**src/rtl/rle_pkg.sv**
```systemverilog
// rtl/rle_pkg.sv - shared RLE widths, channel width and arbiter state encoding
package rle_pkg;

   localparam int RLE_DATA_W = 8;
   localparam int RLE_WORD_W = 24;
   localparam int CHAN_W     = 1;

   localparam logic [1:0] ST_IDLE   = 2'd0;
   localparam logic [1:0] ST_STREAM = 2'd1;
   localparam logic [1:0] ST_FLUSH  = 2'd2;
   localparam logic [1:0] ST_CLEAR  = 2'd3;

   // A channel wants the encoder if it has data or must still close its stream.
   function automatic logic chan_req(input logic empty, input logic eos);
      return !empty | eos;
   endfunction

endpackage

```
**src/rtl/rle_src_arb_if.sv**
```systemverilog
// rtl/rle_src_arb_if.sv - source, encoder, sink and status signals of the shared-encoder arbiter
interface rle_src_arb_if #(parameter int CNT_W = 16);
   import rle_pkg::*;

   logic [1:0]                 src_empty;
   logic [1:0]                 src_eos;
   logic [RLE_DATA_W-1:0]      src_data0;
   logic [RLE_DATA_W-1:0]      src_data1;
   logic [1:0]                 src_rd;
   logic                       enc_rst;
   logic                       enc_recv_ready;
   logic                       enc_send_ready;
   logic [RLE_DATA_W-1:0]      enc_in_data;
   logic                       enc_end_of_stream;
   logic                       enc_rd_req;
   logic                       enc_wr_req;
   logic [RLE_WORD_W-1:0]      enc_out_data;
   logic                       sink_full;
   logic                       sink_wr;
   logic [CHAN_W+RLE_WORD_W-1:0] sink_data;
   logic [CNT_W-1:0]           stat_words;
   logic                       stat_valid;
   logic                       stat_timeout;

   modport master (
      input  src_empty, src_eos, src_data0, src_data1,
      input  enc_rd_req, enc_wr_req, enc_out_data, sink_full,
      output src_rd, enc_rst, enc_recv_ready, enc_send_ready, enc_in_data, enc_end_of_stream,
      output sink_wr, sink_data, stat_words, stat_valid, stat_timeout
   );

   modport slave (
      output src_empty, src_eos, src_data0, src_data1,
      output enc_rd_req, enc_wr_req, enc_out_data, sink_full,
      input  src_rd, enc_rst, enc_recv_ready, enc_send_ready, enc_in_data, enc_end_of_stream,
      input  sink_wr, sink_data, stat_words, stat_valid, stat_timeout
   );

endinterface

```
**src/rtl/rle_rr_pick.sv**
```systemverilog
// rtl/rle_rr_pick.sv - 2-way round-robin selector: pointer channel wins if it requests
module rle_rr_pick (
   input  logic [1:0] req,
   input  logic       ptr,
   output logic       grant,
   output logic       valid
);

   assign valid = |req;
   assign grant = req[ptr] ? ptr : ~ptr;

endmodule

```
**src/rtl/rle_src_arb.sv**
```systemverilog
// rtl/rle_src_arb.sv - shares one rle_enc between two byte sources, one whole stream at a time
module rle_src_arb
   import rle_pkg::*;
#(
   parameter int FLUSH_TIMEOUT = 16,
   parameter int CNT_W         = 16
) (
   input  logic          clk,
   input  logic          rst,
   rle_src_arb_if.master bus
);

   localparam int TO_W = $clog2(FLUSH_TIMEOUT + 1);

   logic [1:0]       state;
   logic             gnt;
   logic             rr_ptr;
   logic [CNT_W-1:0] word_cnt;
   logic [CNT_W-1:0] word_cnt_nxt;
   logic [TO_W-1:0]  to_cnt;
   logic [CNT_W-1:0] stat_words_q;
   logic             stat_timeout_q;

   logic [1:0] req;
   logic       pick_gnt;
   logic       pick_valid;
   logic       in_stream;
   logic       in_flush;
   logic       src_empty_g;
   logic       src_eos_g;
   logic       send_ready;
   logic       sink_wr_i;
   logic       flush_done;
   logic       flush_to;

   assign req = {chan_req(bus.src_empty[1], bus.src_eos[1]),
                 chan_req(bus.src_empty[0], bus.src_eos[0])};

   rle_rr_pick u_pick (
      .req   (req),
      .ptr   (rr_ptr),
      .grant (pick_gnt),
      .valid (pick_valid)
   );

   assign in_stream   = (state == ST_STREAM);
   assign in_flush    = (state == ST_FLUSH);
   assign src_empty_g = bus.src_empty[gnt];
   assign src_eos_g   = bus.src_eos[gnt];
   assign send_ready  = !bus.sink_full & (in_stream | in_flush);
   assign sink_wr_i   = bus.enc_wr_req & send_ready;

   // The first word accepted in FLUSH is the encoder's final run; a timeout wins only without it.
   assign flush_done = in_flush & sink_wr_i;
   assign flush_to   = in_flush & !sink_wr_i & (to_cnt == TO_W'(FLUSH_TIMEOUT - 1));

   assign word_cnt_nxt = (sink_wr_i && word_cnt != '1) ? word_cnt + 1'b1 : word_cnt;

   assign bus.enc_recv_ready    = in_stream & !src_empty_g;
   assign bus.enc_in_data       = in_stream ? (gnt ? bus.src_data1 : bus.src_data0) : '0;
   assign bus.src_rd            = (in_stream & bus.enc_rd_req & !src_empty_g) ?
                                  (gnt ? 2'b10 : 2'b01) : 2'b00;
   assign bus.enc_end_of_stream = in_flush;
   assign bus.enc_send_ready    = send_ready;
   assign bus.sink_wr           = sink_wr_i;
   assign bus.sink_data         = {gnt, bus.enc_out_data};
   assign bus.enc_rst           = rst | (state == ST_CLEAR);
   assign bus.stat_valid        = (state == ST_CLEAR);
   assign bus.stat_words        = stat_words_q;
   assign bus.stat_timeout      = stat_timeout_q;

   // Stream sequencing: arbitrate, stream, flush, clear the encoder, hand over round-robin.
   always_ff @(posedge clk or posedge rst) begin
      if (rst) begin
         state  <= ST_IDLE;
         gnt    <= 1'b0;
         rr_ptr <= 1'b0;
      end else begin
         case (state)
            ST_IDLE: begin
               if (pick_valid) begin
                  gnt   <= pick_gnt;
                  state <= ST_STREAM;
               end
            end
            ST_STREAM: begin
               if (src_empty_g & src_eos_g) state <= ST_FLUSH;
            end
            ST_FLUSH: begin
               if (flush_done | flush_to) state <= ST_CLEAR;
            end
            default: begin
               rr_ptr <= ~gnt;
               state  <= ST_IDLE;
            end
         endcase
      end
   end

   // Per-stream output word count, restarted on every grant and saturating.
   always_ff @(posedge clk or posedge rst) begin
      if (rst)                                  word_cnt <= '0;
      else if (state == ST_IDLE && pick_valid)  word_cnt <= '0;
      else                                      word_cnt <= word_cnt_nxt;
   end

   // Cycles spent in FLUSH, zero everywhere else.
   always_ff @(posedge clk or posedge rst) begin
      if (rst)           to_cnt <= '0;
      else if (in_flush) to_cnt <= to_cnt + 1'b1;
      else               to_cnt <= '0;
   end

   // Status captured on FLUSH exit so it is valid during the CLEAR pulse.
   always_ff @(posedge clk or posedge rst) begin
      if (rst) begin
         stat_words_q   <= '0;
         stat_timeout_q <= 1'b0;
      end else begin
         if (flush_done | flush_to) stat_words_q <= word_cnt_nxt;
         if (flush_to)              stat_timeout_q <= 1'b1;
      end
   end

endmodule

```
**src/flat_wrapper.sv**
```systemverilog
// flat-port wrapper written by rule: the top's interface ports become plain ports
module rle_src_arb_flat import rle_pkg::*;
#(
   parameter int FLUSH_TIMEOUT = 16,
   parameter int CNT_W         = 16
)
  (clk, rst, bus_src_empty, bus_src_eos, bus_src_data0, bus_src_data1, bus_enc_rd_req, bus_enc_wr_req, bus_enc_out_data, bus_sink_full, bus_src_rd, bus_enc_rst, bus_enc_recv_ready, bus_enc_send_ready, bus_enc_in_data, bus_enc_end_of_stream, bus_sink_wr, bus_sink_data, bus_stat_words, bus_stat_valid, bus_stat_timeout);
  rle_src_arb_if #(.CNT_W(CNT_W)) bus_i ();
  input  logic clk;
  input  logic rst;
  input wire logic [$bits(bus_i.src_empty)-1:0] bus_src_empty;
  input wire logic [$bits(bus_i.src_eos)-1:0] bus_src_eos;
  input wire logic [$bits(bus_i.src_data0)-1:0] bus_src_data0;
  input wire logic [$bits(bus_i.src_data1)-1:0] bus_src_data1;
  input wire logic [$bits(bus_i.enc_rd_req)-1:0] bus_enc_rd_req;
  input wire logic [$bits(bus_i.enc_wr_req)-1:0] bus_enc_wr_req;
  input wire logic [$bits(bus_i.enc_out_data)-1:0] bus_enc_out_data;
  input wire logic [$bits(bus_i.sink_full)-1:0] bus_sink_full;
  output wire logic [$bits(bus_i.src_rd)-1:0] bus_src_rd;
  output wire logic [$bits(bus_i.enc_rst)-1:0] bus_enc_rst;
  output wire logic [$bits(bus_i.enc_recv_ready)-1:0] bus_enc_recv_ready;
  output wire logic [$bits(bus_i.enc_send_ready)-1:0] bus_enc_send_ready;
  output wire logic [$bits(bus_i.enc_in_data)-1:0] bus_enc_in_data;
  output wire logic [$bits(bus_i.enc_end_of_stream)-1:0] bus_enc_end_of_stream;
  output wire logic [$bits(bus_i.sink_wr)-1:0] bus_sink_wr;
  output wire logic [$bits(bus_i.sink_data)-1:0] bus_sink_data;
  output wire logic [$bits(bus_i.stat_words)-1:0] bus_stat_words;
  output wire logic [$bits(bus_i.stat_valid)-1:0] bus_stat_valid;
  output wire logic [$bits(bus_i.stat_timeout)-1:0] bus_stat_timeout;
  assign bus_i.src_empty = bus_src_empty;
  assign bus_i.src_eos = bus_src_eos;
  assign bus_i.src_data0 = bus_src_data0;
  assign bus_i.src_data1 = bus_src_data1;
  assign bus_i.enc_rd_req = bus_enc_rd_req;
  assign bus_i.enc_wr_req = bus_enc_wr_req;
  assign bus_i.enc_out_data = bus_enc_out_data;
  assign bus_i.sink_full = bus_sink_full;
  assign bus_src_rd = bus_i.src_rd;
  assign bus_enc_rst = bus_i.enc_rst;
  assign bus_enc_recv_ready = bus_i.enc_recv_ready;
  assign bus_enc_send_ready = bus_i.enc_send_ready;
  assign bus_enc_in_data = bus_i.enc_in_data;
  assign bus_enc_end_of_stream = bus_i.enc_end_of_stream;
  assign bus_sink_wr = bus_i.sink_wr;
  assign bus_sink_data = bus_i.sink_data;
  assign bus_stat_words = bus_i.stat_words;
  assign bus_stat_valid = bus_i.stat_valid;
  assign bus_stat_timeout = bus_i.stat_timeout;
  rle_src_arb #(.FLUSH_TIMEOUT(FLUSH_TIMEOUT), .CNT_W(CNT_W)) u_core (.clk(clk), .rst(rst), .bus(bus_i));
endmodule
```
**config.mk**
```make
export PLATFORM = sky130hd
export DESIGN_NAME = rle_src_arb_flat
export DESIGN_NICKNAME = d
export VERILOG_FILES = /design/src/rtl/rle_pkg.sv /design/src/rtl/rle_src_arb_if.sv /design/src/rtl/rle_rr_pick.sv /design/src/rtl/rle_src_arb.sv /design/src/flat_wrapper.sv
export SDC_FILE = /design/constraint.sdc
export NUM_CORES = 1
export LEC_CHECK = 0
export ABC_CLOCK_PERIOD_IN_PS = 2500
export BUFFER_PORTS_ARGS = -buffer_cell sky130_fd_sc_hd__buf_2
export CORE_ASPECT_RATIO = 0.6
export CORE_UTILIZATION = 30
export DETAILED_ROUTE_END_ITERATION = 16
export PLACE_DENSITY_LB_ADDON = 0.05
export REMOVE_ABC_BUFFERS = 1
export SETUP_SLACK_MARGIN = 0.05
export SKIP_CTS_REPAIR_TIMING = 1
export SLEW_MARGIN = 15
export SYNTH_ARGS = -nofsm -noshare
export SYNTH_HDL_FRONTEND = slang
export SYNTH_SLANG_ARGS = --single-unit
```
**constraint.sdc**
```tcl
create_clock -name clk -period 2.5 [get_ports clk]
set_input_delay 0.5 -clock clk [delete_from_list [all_inputs] [get_ports clk]]
set_output_delay 0.5 -clock clk [all_outputs]
set_load 0.05 [all_outputs]
```
======== After elaboration in Yosys (flattened, before gate mapping) ========
Cells that the tools add are included.
word-level totals
  bits in registers ....................... 42
  output and inout port bits .............. 58
  logic and storage cells ................. 65
  bits of input ports ..................... 49
operators by class
  equal/unequal tests ..................... 8
  reduce and logical (&&, ||, !) cells .... 12
  $add $sub $neg .......................... 2
  bitwise logic cells ..................... 16
  magnitude comparators ................... 2
  mux-type cells .......................... 18
operator list
  cell                                                                     count
  16-bit 2-to-1 mux                                                        2
  16-bit by 1-bit adder with 16-bit output, second input constant          1
  8-bit 2-to-1 mux                                                         2
  16-bit inequality test, second input constant                            1
  2-bit 2-to-1 mux                                                         5
  1-bit AND                                                                9
  1-bit 2-to-1 mux                                                         7
  2-bit case mux with 3 select lines                                       1
  5-bit by 1-bit adder with 5-bit output, second input constant            1
  5-bit by 4-bit equality test with 1-bit output, second input constant    1
  1-bit logical NOT                                                        5
  5-bit 2-to-1 mux                                                         1
  1-bit bitwise OR                                                         5
  2-bit equality test, second input constant                               2
  1-bit by 2-bit < comparator with 1-bit output, second input constant     2
  2-bit inequality test, second input constant                             2
  3-bit AND reduction                                                      1
  3-bit OR reduction                                                       1
  2-bit by 1-bit equality test with 1-bit output, second input constant    1
  1-bit logical AND                                                        2
  2-bit logical NOT                                                        1
  2-bit by 1-bit inequality test with 1-bit output, second input constant  1
  1-bit NOT                                                                2
  2-bit AND reduction                                                      1
  2-bit OR reduction                                                       1

======== Logic depth before layout (Yosys ltp) ========
  depth after elaboration ................. 10
  gate-level depth with buffers ........... 8

======== Cells and area by module ========
A second synthesis with hierarchy kept.
second synthesis, totals
  cells, all modules ...................... 258
  area total of the unflattened synthesis .. 2486.1 µm²
modules (own cells, without submodules)
  module       sequential area each (µm²)  cells each  area each (µm²)  instances
  rle_src_arb  1051.0                      255         2466.1           1
  rle_rr_pick  0.0                         3           20.0             1

======== Worst setup path after synthesis ========
Ideal clock, no wire load.
  path kind ............................... register -> output
  start point ............................. register u_core.gnt
  end point ............................... output bus_src_rd[0]
  data arrival time ....................... 1.974 ns
  stages on the path, launching flop included .. 6
  required time ........................... 2.000 ns
  setup slack ............................. 0.026 ns
  path buffers ............................ 1
  path through ............................ dfrtp_1 -> clkbuf_1 -> mux2i_1 -> and2_1 -> nand2_1 -> nor2_1
on the way
  longest elaborated chain between the ends .. 5
RTL lines
  item                                                  RTL line            RTL
  start: declaration                                    rle_src_arb.sv:16   logic gnt;
  start signal: assignment                              rle_src_arb.sv:82   gnt <= pick_gnt;
  1-bit 2-to-1 mux (not written as such) (2 in series)  rle_src_arb.sv:48   assign src_empty_g = bus.src_empty[gnt];
  1-bit logical NOT                                     rle_src_arb.sv:61   assign bus.src_rd = (in_stream & bus.enc_rd_req & !src_empty_g) ?
  1-bit AND                                             rle_src_arb.sv:61
  2-bit 2-to-1 mux (*)                                  rle_src_arb.sv:61
  end: declaration                                      flat_wrapper.sv:19  output wire logic [$bits(bus_i.src_rd)-1:0] bus_src_rd;
Every way passes the cells marked *; elsewhere a longest branch is shown, timed or not. The select of a mux whose other input is x is not followed.

======== Final worst setup path ========
  start point ............................. register u_core.state[0]
  end point ............................... output bus_sink_wr
on the way
  longest elaborated chain between the ends .. 4
RTL lines
  item                                                                                          RTL line                              RTL
  start: declaration                                                                            rle_src_arb.sv:15                     logic [1:0] state;
  start signal: assignment                                                                      rle_src_arb.sv:75                     state <= ST_IDLE;
  start signal: assignment                                                                      rle_src_arb.sv:83                     state <= ST_STREAM;
  start signal: assignment                                                                      rle_src_arb.sv:87                     if (src_empty_g & src_eos_g) state <= ST_FLUSH;
  2-bit by 1-bit equality test with 1-bit output / 2-bit equality test (equally long branches)  rle_src_arb.sv:46, rle_src_arb.sv:47
  1-bit bitwise OR (*)                                                                          rle_src_arb.sv:50                     assign send_ready = !bus.sink_full & (in_stream | in_flush);
  1-bit AND (*)                                                                                 rle_src_arb.sv:50
  1-bit AND (*)                                                                                 rle_src_arb.sv:51                     assign sink_wr_i = bus.enc_wr_req & send_ready;
  end: declaration                                                                              flat_wrapper.sv:25                    output wire logic [$bits(bus_i.sink_wr)-1:0] bus_sink_wr;
Every way passes the cells marked *; elsewhere a longest branch is shown, timed or not.

==> impl_metrics.ini <==
[run_status]
outcome = finished clean

[grt]
overflow = 0
antenna_found_initial = 0
grt_pass1_vias = 1764
grt_pass1_wl_um = 10100
grt.total_usage_pct = 16.7
grt_max_degree = 32

[cells_and_area]
layout_commonest_cell = buf_2
multiInputGateArea_sq_mm = 0.00108
diodes = 0
drive_above_1_share_pct = 28.1
n_fill_cell = 768
final_cell_mix = buf_2, dfrtp_1, nand2_1
area_growth_pct = 17.2
final_net_count = 341
register_area_sq_mm = 0.00105

[clock_network]
h-tree-depth = 2
cts.reportedPaths.clkPinSlew_ns = 0.06
cts_root_buf = clkbuf_16
clock_latency_ns = 0.28
clock-sinks = 42
cts_tree = done
clock_path_buffers = 2
numCtsBuffers = 5

[power]
power_mw = 2.68
swShare_pct = 41.9
switchingPower_mw = 1.12
total_leakage_power_nw = 1.41
powerDensity_mw_per_mm2 = 958
internal_power_mw = 1.55
combPwrFrac_pct = 42.8
power_frac_clock_pct = 26.3
max-vdd-ir-drop_uv = 380
seqPwrFrac_pct = 31.0

[logic_synthesis]
synthArstFlopShare_pct = 100
synth_cell_types = 44
synth_top_flop_cell = dfrtp_1
ys_ff_latch = 42
synth_edf_count = 0
synth.top_cell.area_share_pct = 44.1
syn_inst = 248
seq_area_frac_synth_pct = 44.1
yosysWarnings = 0
syn_avg_cell_area_sq_um = 9.61
synth_area_leaders = dfrtp_1, buf_4, mux2i_1
synth_area_sq_mm = 0.00238
netlist.top_cell.by_area = dfrtp_1

[sta]
worst_pin_slew_ns = 0.806
period_needed_ns = 2.33
hold_viol = 0
fmax_mhz = 428
finalMaxSlewViolations = 0
whs_ns = 0.280
finalCritPeriodShare_pct = 93.4
rsz0062_at_grt = true
setup_violations = 0
finClkSkew_ns = 0.00454
slew-limit-headroom_pct = 45.9

[detailed_routing]
routedWlPerCell_um = 16.1
ant_nets = 0
drt_iter0_drc = 52
wirelength_um = 6250
via_per_inst = 4.60
detail_route.first_pass.iterations = 4
dr_total_vias = 1788
drc = 0

[setup_path]
worstPathArrival_ns = 1.83
cp-end-kind = primary output
crit_fanout = 7
r2r_slack_ns = 0.20
start_kind = flip-flop
required_ns = 2.00
crit_type = flip-flop to primary output

[floorplan]
num_rows = 24
fp.dieH_um = 71.0
die-area_sq_mm = 0.00831
core_area_sq_mm = 0.00748
die_w_um = 117
start_util_pct = 31.9
ios = 107

[flow_run]
maxCapViolations = 0

[placed_design]
gp_congestion = 0.739
numPortBuffers = 58
hpwl_um = 4830

[min_path]
hold_path_class = input pin to async pin
[through the flow]
step	utilization [%]	instances	area [sq um]	worst slack, ns	TNS, ns
floorplan	-	214	2150	-0.884	-14.03
global route	37.3	389	2790	0.0227	0
detailed placement	35.1	381	2620	0.214	0
global placement	35.1	381	2620	0.266	0
CTS	37.3	389	2790	0.120	0
finish	37.3	389	2790	0.165	0
[synthesized netlist by cell type, drive strengths merged, types with 2 or more instances]
cell,instances
and3,4
nand2,29
nor2,22
and2,4
dfrtp,42
nor3b,2
nor3,3
nor2b,11
o21ai,16
xor2,9
o211ai,3
xnor2,3
or2,2
inv,7
nor4,2
nand3,9
clkbuf,5
buf,29
mux2i,15
ha,8
and4,2
a21oi,2
nand4,4
nand2b,3
[path summary, 6_finish.rpt]
path / from / end / cells after the start
worst max-delay path: u_core.state[0] / bus_sink_wr / 5
worst min-delay path: rst / u_core.state[0] / 2
worst max register to register: u_core.state[0] / u_core.bus.stat_words[11] / 7
worst min register to register: u_core.to_cnt[0] / u_core.to_cnt[0] / 1
max in group asynchronous: rst / u_core.bus.stat_words[5] / 3
min in group clk: u_core.to_cnt[0] / u_core.to_cnt[0] / 1
[worst max-delay path, stage by stage, from the launching register on]
cell and delay [ns]:
dfrtp_1 0.40, inv_1 0.09, ha_1 0.33, nand3b_1 0.24, inv_1 0.22, clkbuf_4 0.27
[power by group through the flow]
stage	Combinational [mW]	Sequential (mW)	Clock, mW
4_1_cts	1.16	0.828	0.726
3_3_place_gp	1.15	0.841	0
5_1_grt	1.24	0.838	0.754
3_5_place_dp	1.16	0.840	0
2_1_floorplan	0.739	0.943	0
6_report	1.14	0.828	0.703
[flip-flops by register name, indices dropped and copies added (netlist names)]
signal and flops:
u_core.gnt 1, u_core.state 2, u_core.word_cnt 16, u_core.bus.stat_timeout 1, u_core.bus.stat_words 16, u_core.rr_ptr 1, u_core.to_cnt 5
[routing by layer]
layer	GRT usage, %	up-vias	wire, um
met5	4.85	-	53
met4	2.95	2	24
met3	9.34	4	587
met2	18.4	61	2090
met1	26.3	835	3500
li1	-	886	-
[cell families after synthesis]
family                   Yosys count  share of synthesized area, %
AO/OA/AOI/OAI                     28                          7.41
XOR/XNOR                          12                          4.41
adder cells (fa/ha/maj)            8                          4.20
buffers and inverters             41                          10.9
flip-flops                        42                          44.1
multiplexers                      16                          6.78
AND/OR/NAND/NOR                  101                          22.2
[final cells by class]
class | count | share of cell area [%]
Inverter | 7 | 0.941
Sequential cell | 42 | 37.6
Tap cell | 104 | 4.66
Timing Repair Buffer | 63 | 12.3
Multi-Input combinational cell | 165 | 38.5
Clock buffer | 8 | 5.96
(Power assumes the default switching activity.)
